[src/rtl/det_1011_sched.sv]
// One overlapping "1011" detector shared by NCH bit-stream channels through a round-robin arbiter.
// Optional per-channel saturating match counters are built when DET_1011_SCHED_CNT_EN is defined.
module det_1011_sched #(
  parameter  int NCH = 4,
  localparam int CW  = $clog2(NCH)
) (
  input  logic           clk,
  input  logic           rst_n,
  input  logic [NCH-1:0] req,
  input  logic [NCH-1:0] x,
  input  logic [NCH-1:0] clr,
  output logic [NCH-1:0] gnt,
  output logic           det_vld,
  output logic [CW-1:0]  det_ch,
  input  logic [CW-1:0]  rd_sel,
  output logic [7:0]     cnt_out
);

  typedef enum logic [2:0] {
    S0    = 3'd0,
    S1    = 3'd1,
    S10   = 3'd2,
    S101  = 3'd3,
    S1011 = 3'd4
  } state_e;

  function automatic state_e next_state(input state_e s, input logic b);
    state_e n;
    case (s)
      S0:      n = b ? S1    : S0;
      S1:      n = b ? S1    : S10;
      S10:     n = b ? S101  : S0;
      S101:    n = b ? S1011 : S10;
      S1011:   n = b ? S1    : S10;
      default: n = S0;
    endcase
    return n;
  endfunction

  state_e          ctx_q [NCH];
  state_e          ctx_d [NCH];
  logic [CW-1:0]   ptr_q, ptr_d;
  logic            det_vld_q, det_vld_d;
  logic [CW-1:0]   det_ch_q, det_ch_d;

  logic [NCH-1:0]  elig;
  logic            gnt_any;
  logic [CW-1:0]   gnt_idx;
  state_e          gnt_next;

  assign elig = req & ~clr;

  // Search begins just past the last granted channel so every requester waits at most NCH cycles.
  always_comb begin : p_arb
    logic [CW-1:0] idx;
    idx     = '0;
    gnt_any = 1'b0;
    gnt_idx = '0;
    gnt     = '0;
    for (int k = 1; k <= NCH; k++) begin
      idx = CW'((int'(ptr_q) + k) % NCH);
      if (!gnt_any && elig[idx]) begin
        gnt_any = 1'b1;
        gnt_idx = idx;
      end
    end
    if (gnt_any) gnt[gnt_idx] = 1'b1;
  end

  assign gnt_next = next_state(ctx_q[gnt_idx], x[gnt_idx]);

  always_comb begin
    for (int i = 0; i < NCH; i++) begin
      ctx_d[i] = ctx_q[i];
      if (clr[i])      ctx_d[i] = S0;
      else if (gnt[i]) ctx_d[i] = gnt_next;
    end
    ptr_d     = gnt_any ? gnt_idx : ptr_q;
    det_vld_d = gnt_any && (gnt_next == S1011);
    det_ch_d  = det_vld_d ? gnt_idx : det_ch_q;
  end

  always_ff @(posedge clk) begin
    if (!rst_n) begin
      for (int i = 0; i < NCH; i++) ctx_q[i] <= S0;
      ptr_q     <= CW'(NCH - 1);
      det_vld_q <= 1'b0;
      det_ch_q  <= '0;
    end else begin
      for (int i = 0; i < NCH; i++) ctx_q[i] <= ctx_d[i];
      ptr_q     <= ptr_d;
      det_vld_q <= det_vld_d;
      det_ch_q  <= det_ch_d;
    end
  end

  assign det_vld = det_vld_q;
  assign det_ch  = det_ch_q;

`ifdef DET_1011_SCHED_CNT_EN
  logic [7:0] cnt_q [NCH];
  logic [7:0] cnt_d [NCH];

  always_comb begin
    for (int i = 0; i < NCH; i++) begin
      cnt_d[i] = cnt_q[i];
      if (clr[i])
        cnt_d[i] = 8'd0;
      else if (det_vld_d && (gnt_idx == CW'(i)) && (cnt_q[i] != 8'hFF))
        cnt_d[i] = cnt_q[i] + 8'd1;
    end
  end

  always_ff @(posedge clk) begin
    if (!rst_n) begin
      for (int i = 0; i < NCH; i++) cnt_q[i] <= 8'd0;
    end else begin
      for (int i = 0; i < NCH; i++) cnt_q[i] <= cnt_d[i];
    end
  end

  // Selects beyond NCH-1 are possible when NCH is not a power of two.
  assign cnt_out = (int'(rd_sel) < NCH) ? cnt_q[rd_sel] : 8'd0;
`else
  logic unused_rd_sel;
  assign unused_rd_sel = ^rd_sel;
  assign cnt_out       = 8'd0;
`endif

endmodule

[config.mk]
export PLATFORM = sky130hd
export DESIGN_NAME = det_1011_sched
export DESIGN_NICKNAME = d
export VERILOG_FILES = /design/src/rtl/det_1011_sched.sv
export SDC_FILE = /design/constraint.sdc
export NUM_CORES = 1
export LEC_CHECK = 0
export CORE_UTILIZATION = 45
export DETAILED_ROUTE_END_ITERATION = 6
export GPL_ROUTABILITY_DRIVEN = 0
export PLACE_DENSITY = 0.76
export RECOVER_POWER = 50
export SLEW_MARGIN = 30
export SYNTH_ARGS = -nofsm -noshare
export SYNTH_HDL_FRONTEND = slang
export SYNTH_SLANG_ARGS = --single-unit
[constraint.sdc]
create_clock -name clk -period 2.85 [get_ports clk]
set_input_delay 0.57 -clock clk [delete_from_list [all_inputs] [get_ports clk]]
set_output_delay 0.57 -clock clk [all_outputs]
set_load 0.01 [all_outputs]
Word level (Yosys, flattened, before mapping)
Memory sizes are Yosys's and may differ from the RTL's.
Cells that the tools add are included.
{"block": "totals", "regBits": 5, "ramBits": 12, "inputBits": 16, "output_inout_bits": 15, "elab_cells": 83, "mem_count": 1}
{"name": "ctx_q", "words": 4, "width": 3, "rd": 1, "rd_clocked_by_memory_dff": 0, "write_ports": 4, "line_no": "40", "rtl": "state_e ctx_q [NCH];"}
{"block": "classes", "addsub": 4, "magnitude_cmp": 6, "n_eq_ne": 9, "muxes": 40, "n_bitwise": 6, "n_reduce_logical": 14}
{"cell": "3-bit two-way mux", "n": 13}
{"cell": "2-bit by 3-bit less-than comparator with 1-bit output, second input constant", "n": 5}
{"cell": "1-bit two-way mux", "n": 13}
{"cell": "2-bit two-way mux", "n": 6}
{"cell": "3-bit case mux with 4 select lines", "n": 1}
{"cell": "1-bit binary-select mux with 2-bit select", "n": 5}
{"cell": "2-bit inequality test, second input constant", "n": 4}
{"cell": "2-bit AND reduction", "n": 4}
{"cell": "3-bit by 2-bit == test with 1-bit output, second input constant", "n": 2}
{"cell": "3-bit == test, second input constant", "n": 2}
{"cell": "1-bit logical AND", "n": 5}
{"cell": "2-bit by 1-bit adder with 2-bit output, second input constant", "n": 2}
{"cell": "2-bit adder, second input constant", "n": 2}
{"cell": "4-bit bitwise AND", "n": 1}
{"cell": "4-bit two-way mux", "n": 1}
{"cell": "4-bit NOT", "n": 1}
{"cell": "1-bit bitwise OR", "n": 4}
{"cell": "3-bit by 1-bit == test with 1-bit output, second input constant", "n": 1}
{"cell": "1-bit zero test", "n": 3}
{"cell": "3-bit zero test", "n": 1}
{"cell": "1-bit demux with 2-bit select", "n": 1}
{"cell": "2-bit by 1-bit >= comparator with 1-bit output, second input constant", "n": 1}
{"cell": "2-bit OR reduction", "n": 1}

Logic depth before layout (Yosys ltp)
{"block": "depth", "depth_word": 22, "depth_mapped": 10}

Least setup slack after synthesis
OpenSTA, ideal clock, no wires.
{"block": "synth_path", "path_kind": "input to register", "startpoint": "in clr[1]", "endpoint": "reg det_ch_q[1] (netlist: det_ch[1])", "setup_time_ns": 0.125, "arrival_ns": 2.496, "t_required_ns": 2.725, "path_slack_ns": 0.229, "cell_stages": 10, "path_buffers": 2, "path_cell_list": "nand2b_4 a211oi_2 a21o_1 buf_6 a221oi_1 or2_1 or4_4 buf_6 o211ai_2 o41ai_2"}
{"block": "synth_via", "elab_chain_len": 20, "elab_cells_between_ends": 40, "classes_between": "eq/ne (5); mux (23); bitwise (2); reduce/logical (9); memory (1)"}
{"item": "start: declaration", "line_no": "11", "rtl": "input logic [NCH-1:0] clr,"}
{"item": "4-bit NOT (*)", "line_no": "51", "rtl": "assign elig = req & ~clr;"}
{"item": "4-bit bitwise AND (*)", "line_no": "51"}
{"item": "1-bit binary-select mux with 2-bit select", "line_no": "62", "rtl": "if (!gnt_any && elig[idx]) begin"}
{"item": "1-bit two-way mux (implied by the code)", "line_no": "62"}
{"item": "1-bit two-way mux", "line_no": "62"}
{"item": "1-bit zero test", "line_no": "62"}
{"item": "1-bit logical AND", "line_no": "62"}
{"item": "1-bit two-way mux", "line_no": "62"}
{"item": "[4 not listed]"}
{"item": "1-bit logical AND", "line_no": "62"}
{"item": "2-bit two-way mux", "line_no": "62"}
{"item": "memory 4 x 3 bit or 1-bit binary-select mux with 2-bit select (tied branches)"}
{"item": "3-bit == test (tied with other cells)", "line_no": "29", "rtl": "case (s)"}
{"item": "2-bit OR reduction (no source line) (tied with other cells)"}
{"item": "3-bit case mux with 4 select lines", "line_no": "29"}
{"item": "3-bit == test", "line_no": "79", "rtl": "det_vld_d = gnt_any && (gnt_next == S1011);"}
{"item": "1-bit logical AND", "line_no": "79"}
{"item": "end signal: assignment", "line_no": "93", "rtl": "det_ch_q <= det_ch_d;"}
{"item": "end: declaration", "line_no": "44", "rtl": "logic [CW-1:0] det_ch_q, det_ch_d;"}
Every way passes the cells marked *; elsewhere a longest branch is shown, timed or not. The select of a mux whose other input is x is not followed.
A chain may end at the register's enable or synchronous reset.

==> results.md <==
- FF/Latch Area: 460 um^2
- Total core area: 2280 um^2
- EDFF count, synth: 12
- GRT overflow: 0
- Pwr/cell area: 437 nW/um^2
- Crit-path max FO: 5
- CP endpoint kind: register
- Final WL: 3020 um
- Max incr delay on CP: 370 ps
- Clock skew: 9.03 ps
- Share of the synthesized area in the top cell type: 32.1%
- Critical path class: in -> reg
- Initial drt markers: 39
- Period utilization: 99.6%
- Fillers: 178
- Top_reg_cell synth: edfxtp_1
- Synthesis-stage register bit count: 17
- Root Driver: clkbuf_4
- Die Y-Extent: 52.0 um
- Die area: 2700 um^2
- Footprint of the multi-input gates: 684 um^2
- Initial antenna violation count: 0
- Status: finished, final reports clean
- Starting density of the core: 49.4%
- Peak Freq: 352 MHz
- Register area share after synthesis: 41.0%
- Layout cell share with drive strength beyond 1: 38.2%
- H-tree depth: 1
- DR vias/cell: 5.49
- HP Class: reg -> reg
- Clock slew at reported path FFs: 90 ps
- First-pass GRT wire length: 4560 um
- P_leak: 0.744 nW
- Die width: 52.0 um
- Vias in the first global route: 1,007
- Worst EP required: 3000 ps
- FF-to-FF Start: ptr_q[0]
- CP startpoint: clr[1]
- DRC violations left: 0
- Netlist cell types: 41
- Total routing usage reported by global routing: 23.7%
- Hold buffers post-CTS: 0
- WP buf/inv: 3
- Mapped Cells: 117
- Async SR Flop Fraction: 0%
- Vias: 1,088
- Synth Warn #: 0
- Synthesized area: 1120 um^2
- Num CTS Buffers: 3
- DP HPWL: 1970 um
- WHS: 496 ps
- CTS Buffer Depth: 2
- Clock latency on the worst-skew pair: 290 ps
- Placement Rows: 17
- Cell mode on critical path: nor2_1
- CP Cell Sequence: dlygate4sd2_1 > nand2b_4 > buf_4 > a211oi_4 > buf_6 > and2b_1 > a221oi_2 > nor2_1 > maj3_1 > or2_4 > nor2_1
- IO Count: 31
- Largest net degree at the start of global routing: 11
- Overall power: 0.000727 W
- Slew Limit Fails: 0
- Startpoint Class: primary input
- Layout area overhead: 48.0%
- Final setup violation count: 0
- TritonCTS clock tree: yes
- Drt wl/cell: 15.3 um
- Max-cap violations: 0
- Final hold viol count: 0
- Arrival @ worst endpoint: 2990 ps
- Pre-antenna DRT Iters: 4
- Crit path time final: 2840 ps
- CP delay by family, top: simple AND/OR/NAND/NOR gates
- # diodes: 0
- Slowest cell on crit path: maj3_1
- PortBufs: 20
- Post-route ant nets: 0
- FF-to-FF setup slack: 310 ps
- CTS sink cnt: 17
- Synth top area cells: edfxtp_1 32%, dfxtp_1 8.9%, nor2_1 6.7%, buf_4 5.3%, nand2_1 3.7%
- Largest area contributor in the netlist: edfxtp_1
- Hold path start: det_ch[1]
- NumNets Final: 187
- VDD IR-drop max: 0.254 mV
- Mean Syn Cell Area: 9.60 um^2
-- tightest hold or removal path, stage by stage (launching register included) --
cell and delay, ps:
dfxtp_1 330, o211ai_2 70, o41ai_2 60
-- worst paths after layout --
check             cells after the start           to
setup / recovery                     11  ctx_q[3][0]
hold reg to reg                       2    det_ch[1]
hold / removal                        2    det_ch[1]
setup reg to reg                     10  ctx_q[3][0]
-- synth_stat cells, types with 2 or more instances --
cell type  instances
nor2_1            20
edfxtp_1          12
nand2_1           11
buf_4              8
a21oi_1            5
dfxtp_1            5
and2b_1            4
a221oi_1           3
nand2b_4           3
or2_1              3
or3_1              3
or4_1              3
a21oi_2            2
a221oi_2           2
buf_2              2
buf_6              2
nand2b_1           2
nor2b_2            2
nor3_1             2
o221ai_1           2
-- stage by stage --
stage / area (um^2) / instances / TNS [ps] / worst slack, ps / util [%]
after floorplan: 1150 / 124 / 0 / 229 / -
after global placement: 1460 / 182 / -5520 / -390 / 64.0
after detailed placement: 1460 / 182 / -6820 / -473 / 64.0
after CTS: 1580 / 193 / 0 / 33.1 / 69.4
after global routing: 1660 / 198 / -7.02 / -6.70 / 73.1
final: 1660 / 198 / 0 / 11.4 / 73.1
-- sequential cells by signal, indices dropped and copies added (netlist names) --
signal / flops
ctx_q: 12
det_ch: 2
det_vld: 1
ptr_q: 2
-- routing by layer --
layer / GRT usage [%] / wire length (um) / up-vias
li1: - / - / 515
met1: 29.9 / 1300 / 524
met2: 40.6 / 1510 / 45
met3: 2.92 / 177 / 4
met4: 9.46 / 40 / 0
met5: 0 / 0 / -
-- area by class of cell --
class | count | share of cell area, %
clock buffer | 3 | 1.35
clock inverter | 1 | 0.301
inverter | 2 | 0.451
multi-input combinational | 94 | 41.2
sequential | 17 | 27.7
tap | 28 | 2.11
timing repair buffer | 53 | 26.9
-- cell usage in the layout, fill, tap and decap left out, types with 2 or more instances in the layout --
master           instances
buf_4                   30
nor2_1                  18
edfxtp_1                12
nand2_1                 10
conb_1                   8
dlygate4sd2_1            8
a221oi_2                 5
a21oi_1                  5
dfxtp_1                  5
clkdlybuf4s50_1          5
and2b_1                  4
nand2b_4                 3
or3_1                    3
or4_1                    3
clkbuf_4                 3
dlygate4sd3_1            3
nand2b_1                 2
nor2b_4                  2
o221ai_2                 2
a21oi_2                  2
nor2_2                   2
or2_1                    2
or4_4                    2
dlymetal6s2s_1           2
buf_6                    2
-- timing repair --
item,4_1_cts,5_1_grt
endpoints found under the setup margin,15,11
cloned,1,0
resized for setup,24,12
buffers inserted,6,5
pin swaps,8,9
-- logic make-up (layout without fill, tap and decap cells) --
group                    after synthesis  in the layout  share of synthesized area [%]
AND/OR/NAND/NOR                       58             59                           28.7
adder cells (fa/ha/maj)                1              1                          0.891
flip-flops                            17             17                           41.0
multiplexers                           1              1                          0.891
AO/OA/AOI/OAI                         25             25                           19.3
other                                  1              8                          0.334
buffers and inverters                 14             59                           8.91
-- power by group --
part | internal (W) | switching, W
logic | 0.000150 | 0.000155
clock network | 0.0000522 | 0.0000767
registers | 0.000282 | 0.0000113
total | 0.000484 | 0.000243
(Power assumes the default switching activity.)
